===== config.mk =====
export PLATFORM = sky130hd
export DESIGN_NAME = rvvi_cmd_decoder
export DESIGN_NICKNAME = d
export VERILOG_FILES = /design/src/rtl/rvvi_cmd_decoder.sv
export SDC_FILE = /design/constraint.sdc
export NUM_CORES = 1
export LEC_CHECK = 0
export BUFFER_PORTS_ARGS = -buffer_cell sky130_fd_sc_hd__buf_4
export CAP_MARGIN = 20
export CORE_AREA = 3 3 166 168
export DETAILED_ROUTE_END_ITERATION = 10
export DIE_AREA = 0 0 169 171
export PLACE_DENSITY_LB_ADDON = 0.3
export SETUP_SLACK_MARGIN = 0.05
export SKIP_LAST_GASP = 1
export SYNTH_ARGS = -nofsm -noshare
export SYNTH_HDL_FRONTEND = slang
export SYNTH_SLANG_ARGS = --single-unit

===== constraint.sdc =====
create_clock -name clk -period 9.5 [get_ports clk]
set_clock_uncertainty 0.2 [all_clocks]
set_input_delay 0 -clock clk [delete_from_list [all_inputs] [get_ports clk]]
set_output_delay 0 -clock clk [all_outputs]
set_load 0.02 [all_outputs]

===== src/rtl/rvvi_cmd_decoder.sv =====
// Host-command decoder for the RVVI tracer: matches receive-stream frame headers
// against NUM_CMDS programmable strings, captures argument words and drives a host-stall timer.
module rvvi_cmd_decoder #(
  parameter int DATA_W    = 32,
  parameter int NUM_CMDS  = 2,
  parameter int HDR_WORDS = 5,
  parameter int ARG_WORDS = 1,
  parameter int STALL_CMD = 1,
  parameter int STALL_W   = 32
) (
  input  logic                                  clk,
  input  logic                                  resetn,
  input  logic [NUM_CMDS*HDR_WORDS*DATA_W-1:0]  CompareStrings,
  input  logic [DATA_W-1:0]                     RvviAxiRdata,
  input  logic [DATA_W/8-1:0]                   RvviAxiRstrb,
  input  logic                                  RvviAxiRvalid,
  input  logic                                  RvviAxiRlast,
  input  logic                                  RvviAxiRuser,
  output logic [NUM_CMDS-1:0]                   CmdPulse,
  output logic [ARG_WORDS*DATA_W-1:0]           CmdArg,
  output logic                                  HostStall,
  output logic [15:0]                           FrameDropCount
);

  localparam int TOTAL = HDR_WORDS + ARG_WORDS;
  localparam int IDX_W = $clog2(TOTAL + 1);
  localparam logic [IDX_W-1:0] IDX_TOP      = IDX_W'(TOTAL);
  localparam logic [IDX_W-1:0] IDX_HDR_LAST = IDX_W'(HDR_WORDS - 1);
  localparam logic [IDX_W-1:0] IDX_ARG_LAST = IDX_W'(TOTAL - 1);

  typedef enum logic [1:0] {S_HDR, S_ARG, S_DRAIN} state_t;

  state_t                      state;
  logic [IDX_W-1:0]            idx;
  logic [NUM_CMDS-1:0]         m;
  logic [ARG_WORDS*DATA_W-1:0] shadow;
  logic [STALL_W-1:0]          stall_cnt;

  logic [NUM_CMDS-1:0]         m_next;
  logic [NUM_CMDS-1:0]         sel;
  logic [ARG_WORDS*DATA_W-1:0] shadow_next;
  logic [DATA_W-1:0]           hdr_word;
  logic                        long_enough;
  logic                        accept;
  logic                        drop;
  logic [STALL_W-1:0]          stall_new;

  // Header compare for the current beat; a partial strobe never matches.
  always_comb begin
    m_next   = m;
    hdr_word = '0;
    if (state == S_HDR) begin
      for (int c = 0; c < NUM_CMDS; c++) begin
        hdr_word = '0;
        for (int b = 0; b < HDR_WORDS; b++) begin
          if (idx == IDX_W'(b))
            hdr_word = CompareStrings[(c*HDR_WORDS + b)*DATA_W +: DATA_W];
        end
        if (!(&RvviAxiRstrb) || (RvviAxiRdata != hdr_word))
          m_next[c] = 1'b0;
      end
    end
  end

  // The shadow view includes this beat so a last beat carrying an argument commits it.
  always_comb begin
    shadow_next = shadow;
    if (state == S_ARG) begin
      for (int a = 0; a < ARG_WORDS; a++) begin
        if (idx == IDX_W'(HDR_WORDS + a))
          shadow_next[a*DATA_W +: DATA_W] = RvviAxiRdata;
      end
    end
  end

  always_comb begin
    long_enough = (idx >= IDX_ARG_LAST);
    accept      = RvviAxiRvalid && RvviAxiRlast && (|m_next) && long_enough && !RvviAxiRuser;
    drop        = RvviAxiRvalid && RvviAxiRlast && (!long_enough || RvviAxiRuser);
    sel         = m_next & (~m_next + NUM_CMDS'(1));
    stall_new   = shadow_next[STALL_W-1:0];
  end

  // m resets to all ones because reset is also the start of a frame.
  always_ff @(posedge clk or negedge resetn) begin
    if (!resetn) begin
      state          <= S_HDR;
      idx            <= '0;
      m              <= '1;
      shadow         <= '0;
      stall_cnt      <= '0;
      CmdPulse       <= '0;
      CmdArg         <= '0;
      FrameDropCount <= '0;
    end else begin
      CmdPulse <= '0;
      if (accept) begin
        CmdPulse <= sel;
        CmdArg   <= shadow_next;
      end

      if (drop && (FrameDropCount != 16'hFFFF))
        FrameDropCount <= FrameDropCount + 16'd1;

      if (accept && sel[STALL_CMD])
        stall_cnt <= (stall_new > stall_cnt) ? stall_new : stall_cnt;
      else if (stall_cnt != '0)
        stall_cnt <= stall_cnt - STALL_W'(1);

      if (RvviAxiRvalid) begin
        shadow <= shadow_next;
        if (RvviAxiRlast) begin
          state <= S_HDR;
          idx   <= '0;
          m     <= '1;
        end else begin
          m <= m_next;
          if (idx != IDX_TOP)
            idx <= idx + IDX_W'(1);
          case (state)
            S_HDR:   if (idx == IDX_HDR_LAST) state <= (|m_next) ? S_ARG : S_DRAIN;
            S_ARG:   if (idx == IDX_ARG_LAST) state <= S_DRAIN;
            default: state <= S_DRAIN;
          endcase
        end
      end
    end
  end

  assign HostStall = (stall_cnt != '0);

endmodule


==> summary.md <==
| Metric | Value |
|---|---|
| Status | `finished clean` |
| Crit. End Element | `flop` |
| Register area | `3030 sq um` |
| Netlist cell types | `78` |
| Vias in the first global route | `11500` |
| EDFF count, synth | `0` |
| Clock power share | `0.261` |
| Final number of max-transition violations | `0` |
| TritonCTS clock tree | `yes` |
| Iter 0 DRT Violations | `1286` |
| Final ANT Viol Nets | `0` |
| Wirelength, routed | `47.6 mm` |
| RSZ-0062 raised after global routing | `no` |
| Fraction of layout cells with a size suffix above 1 | `0.326` |
| Yosys warns | `0` |
| FILL cells | `2438` |
| Die Width | `169 microns` |
| Drt via density | `6.19` |
| Overall global routing resource usage | `0.311` |
| Synth Cell Area | `10400 sq um` |
| Initial antenna violation count | `6` |
| First-pass GRT wire length | `69.4 mm` |
| CTS buffer count | `17` |
| Final Hold Vio Count | `0` |
| Synth area leaders | `dfrtp_1 (29%), ha_1 (4.7%), mux2_2 (4.4%), a221oi_1 (4.4%), o21ai_0 (3.7%)` |
| Ports | `412` |
| Post-synthesis register bit count | `121` |
| Worst min path class | `in2reg` |
| First-pass DRT Iterations | `7` |
| Comb pwr share | `0.458` |
| Post-synthesis async set-or-reset flop share | `1.00` |
| PostCTS Resize Cnt | `0` |
| Largest net degree at the start of global routing | `87` |
| Pwr Density | `179 nW/um^2` |
| Remaining DRCs | `0` |
| Port bufs | `411` |
| Period utilisation layout | `0.727` |
| DIE AREA | `28900 sq um` |
| Final setup fails | `0` |
| Period minus WS final | `6900 ps` |
| Sum Neg Setup Slack | `0 ps` |
| Routed vias | `12100` |
| Critical Path Slowest Stage Cell | `dfrtp_2` |
| CP Cell Sequence | `inv_1 -> ha_2 -> buf_4 -> nor2_4 -> o21ai_0 -> o211a_1 -> xnor2_1 -> or4_1 -> or4_1 -> o31a_1 -> nand2_1 -> buf_4 -> inv_2 -> or4_1 -> a31o_1` |
| Most used cell, CP | `or4_1` |
| P_leak | `0.00662 uW` |
| Layout area overhead | `40.2%` |
| Placed instance count | `1886` |
| Seq pwr share | `0.281` |
| Cell at the root of the clock tree | `clkbuf_16` |
| HPWL Detailed | `37.1 mm` |
| Reg clk slew, reported paths | `60 ps` |
| Yosys top cell area share | `0.287` |
| Switching share of total power | `0.387` |
| WL/cell | `24.4 microns` |
| Syn Nets | `1621` |
| Final Wtd Congestion | `0.971` |
| CP Class | `reg2reg` |
| Maximum vdd drop | `0.000161 V` |
| Post-Synthesis Cells | `1221` |
| Row cnt | `59` |
| Worst path buffer plus inverter count | `4` |
| CTS max path bufs | `2` |
| Most frequent cells in the layout | `buf_4 (426), dfrtp_1 (118), o21ai_0 (77), nand2_1 (76), inv_1 (67)` |
| Delay-heaviest family, CP | `simple AND/OR/NAND/NOR gates` |
| Hold buffers post-CTS | `29` |
| Clock latency on the worst-skew pair | `420 ps` |
| Highest clock rate | `0.145 GHz` |
| Psw | `1010 uW` |
| Setup bufs post-CTS | `0` |
| Total gr overflow | `0` |
| Worst EP required | `9600 ps` |
| Die height | `171 microns` |
| Most common cell after layout, fill and taps aside | `buf_4` |
| Multi-input gate area | `6710 sq um` |
| Non-filler cells, final | `1949` |
| Actual slew at the worst max-slew pin | `1040 ps` |
| Synth Flop Type | `dfrtp_1` |
| Max-slew headroom | `0.286` |
| Max-Cap Viols | `0` |
| Worst setup SP type | `flop` |
| Core area | `26100 sq um` |
| Arrival time worst endpoint | `7010 ps` |
| Sequential area share after synthesis | `0.292` |
| Initial core utilization | `0.398` |
| Yosys top cell by area | `dfrtp_1` |
| P_int | `1600 uW` |
| CTS Sinks | `121` |
| Post-Syn Area per Cell | `8.50 sq um` |
| H-tree depth | `4` |
| CP max FO | `48` |
| CP peak stage delay | `950 ps` |
| Power, Total | `2600 uW` |
| # nets final | `2000` |
-- synthesized netlist by cell type, types with 7 or more instances --
cell,number
a211oi_1,18
a21o_1,13
a21oi_1,57
a221o_1,8
a221oi_1,52
a22o_1,12
a311oi_1,16
a31oi_1,17
and3_1,25
buf_1,7
buf_2,36
clkbuf_1,46
dfrtp_1,119
ha_1,39
inv_1,67
mux2_1,29
mux2_2,41
mux2i_1,12
nand2_1,77
nand2b_1,8
nand3_1,53
nand3b_1,22
nand4_1,20
nor2_1,57
nor2b_1,11
nor3_1,38
nor4_1,20
o211a_1,8
o211ai_1,27
o21a_1,8
o21ai_0,77
o22ai_1,18
or4_1,14
xnor2_1,27
xor2_1,24
-- worst reg2reg max path: cells and delay by family (launching register included) --
kind | cells | cell delay (ps)
buf+inv | 4 | 1300
flops | 1 | 950
fa+ha+maj | 1 | 510
compound gates | 4 | 1170
xor+xnor | 1 | 120
simple gates | 5 | 2530
-- power by group through the flow --
stage / combinational [uW] / sequential, uW / clock (uW)
2_1_floorplan: 689 / 745 / 0
3_3_place_gp: 1140 / 732 / 0
3_5_place_dp: 1160 / 736 / 0
4_1_cts: 1180 / 730 / 685
5_1_grt: 1300 / 749 / 709
6_report: 1190 / 732 / 680
-- cell type report --
| cell class | instances | area share |
|---|---|---|
| inverter | 68 | 0.0175 |
| sequential | 121 | 0.208 |
| multi-input combinational | 936 | 0.461 |
| antenna | 1 | 0.000172 |
| clock inverter | 13 | 0.0116 |
| clock buffer | 19 | 0.0311 |
| tap | 335 | 0.0288 |
| timing repair buffer | 456 | 0.242 |
-- logic make-up (layout without fill, tap and decap cells) --
kind of cell | count (synthesis) | in the layout | synth area share
other | 0 | 1 | 0
buffers and inverters | 164 | 556 | 0.0667
AO/OA/AOI/OAI | 393 | 393 | 0.273
flip-flops | 121 | 121 | 0.292
adder cells (fa/ha/maj) | 39 | 39 | 0.0470
XOR/XNOR | 51 | 51 | 0.0430
multiplexers | 82 | 82 | 0.0875
AND/OR/NAND/NOR | 371 | 371 | 0.191
-- final timing paths --
path / end / slack (ps) / depth (start not counted) / start
worst min register to register: m[1] / 280 / 2 / m[1]
worst min-delay path: shadow[19] / 20 / 5 / RvviAxiRdata[19]
max in group asynchronous: stall_cnt[28] / 7780 / 3 / resetn
worst max register to register: stall_cnt[19] / 2600 / 15 / idx[2]
worst max-delay path: stall_cnt[19] / 2600 / 15 / idx[2]
min in group asynchronous: FrameDropCount[9] / 40 / 2 / resetn
-- through the flow --
| step | hold WS, ps | instance area [sq um] | util | setup slack (ps) |
|---|---|---|---|---|
| 2_1_floorplan | -496 | 10400 | - | 4530 |
| 3_3_place_gp | -50.1 | 13600 | 0.522 | 2830 |
| 3_5_place_dp | -36.8 | 13600 | 0.522 | 2740 |
| 4_1_cts | 4.99 | 14500 | 0.557 | 2730 |
| 5_1_grt | 87.9 | 14600 | 0.558 | 2220 |
| 6_report | 23.6 | 14600 | 0.558 | 2600 |
-- state kept, by name (all words and copies together), names as in the netlist --
name / count
shadow: 32
stall_cnt: 32
FrameDropCount: 16
state: 2
CmdArg: 32
CmdPulse: 2
idx: 3
m: 2
-- routing by layer --
layer,up-vias,global-route usage,part of all wire
met5,-,0,0.00086
met4,6,0.115,0.039
met3,108,0.0742,0.092
met2,668,0.508,0.47
met1,5835,0.401,0.40
li1,5443,-,-
Power figures use the tool's default switching activity.
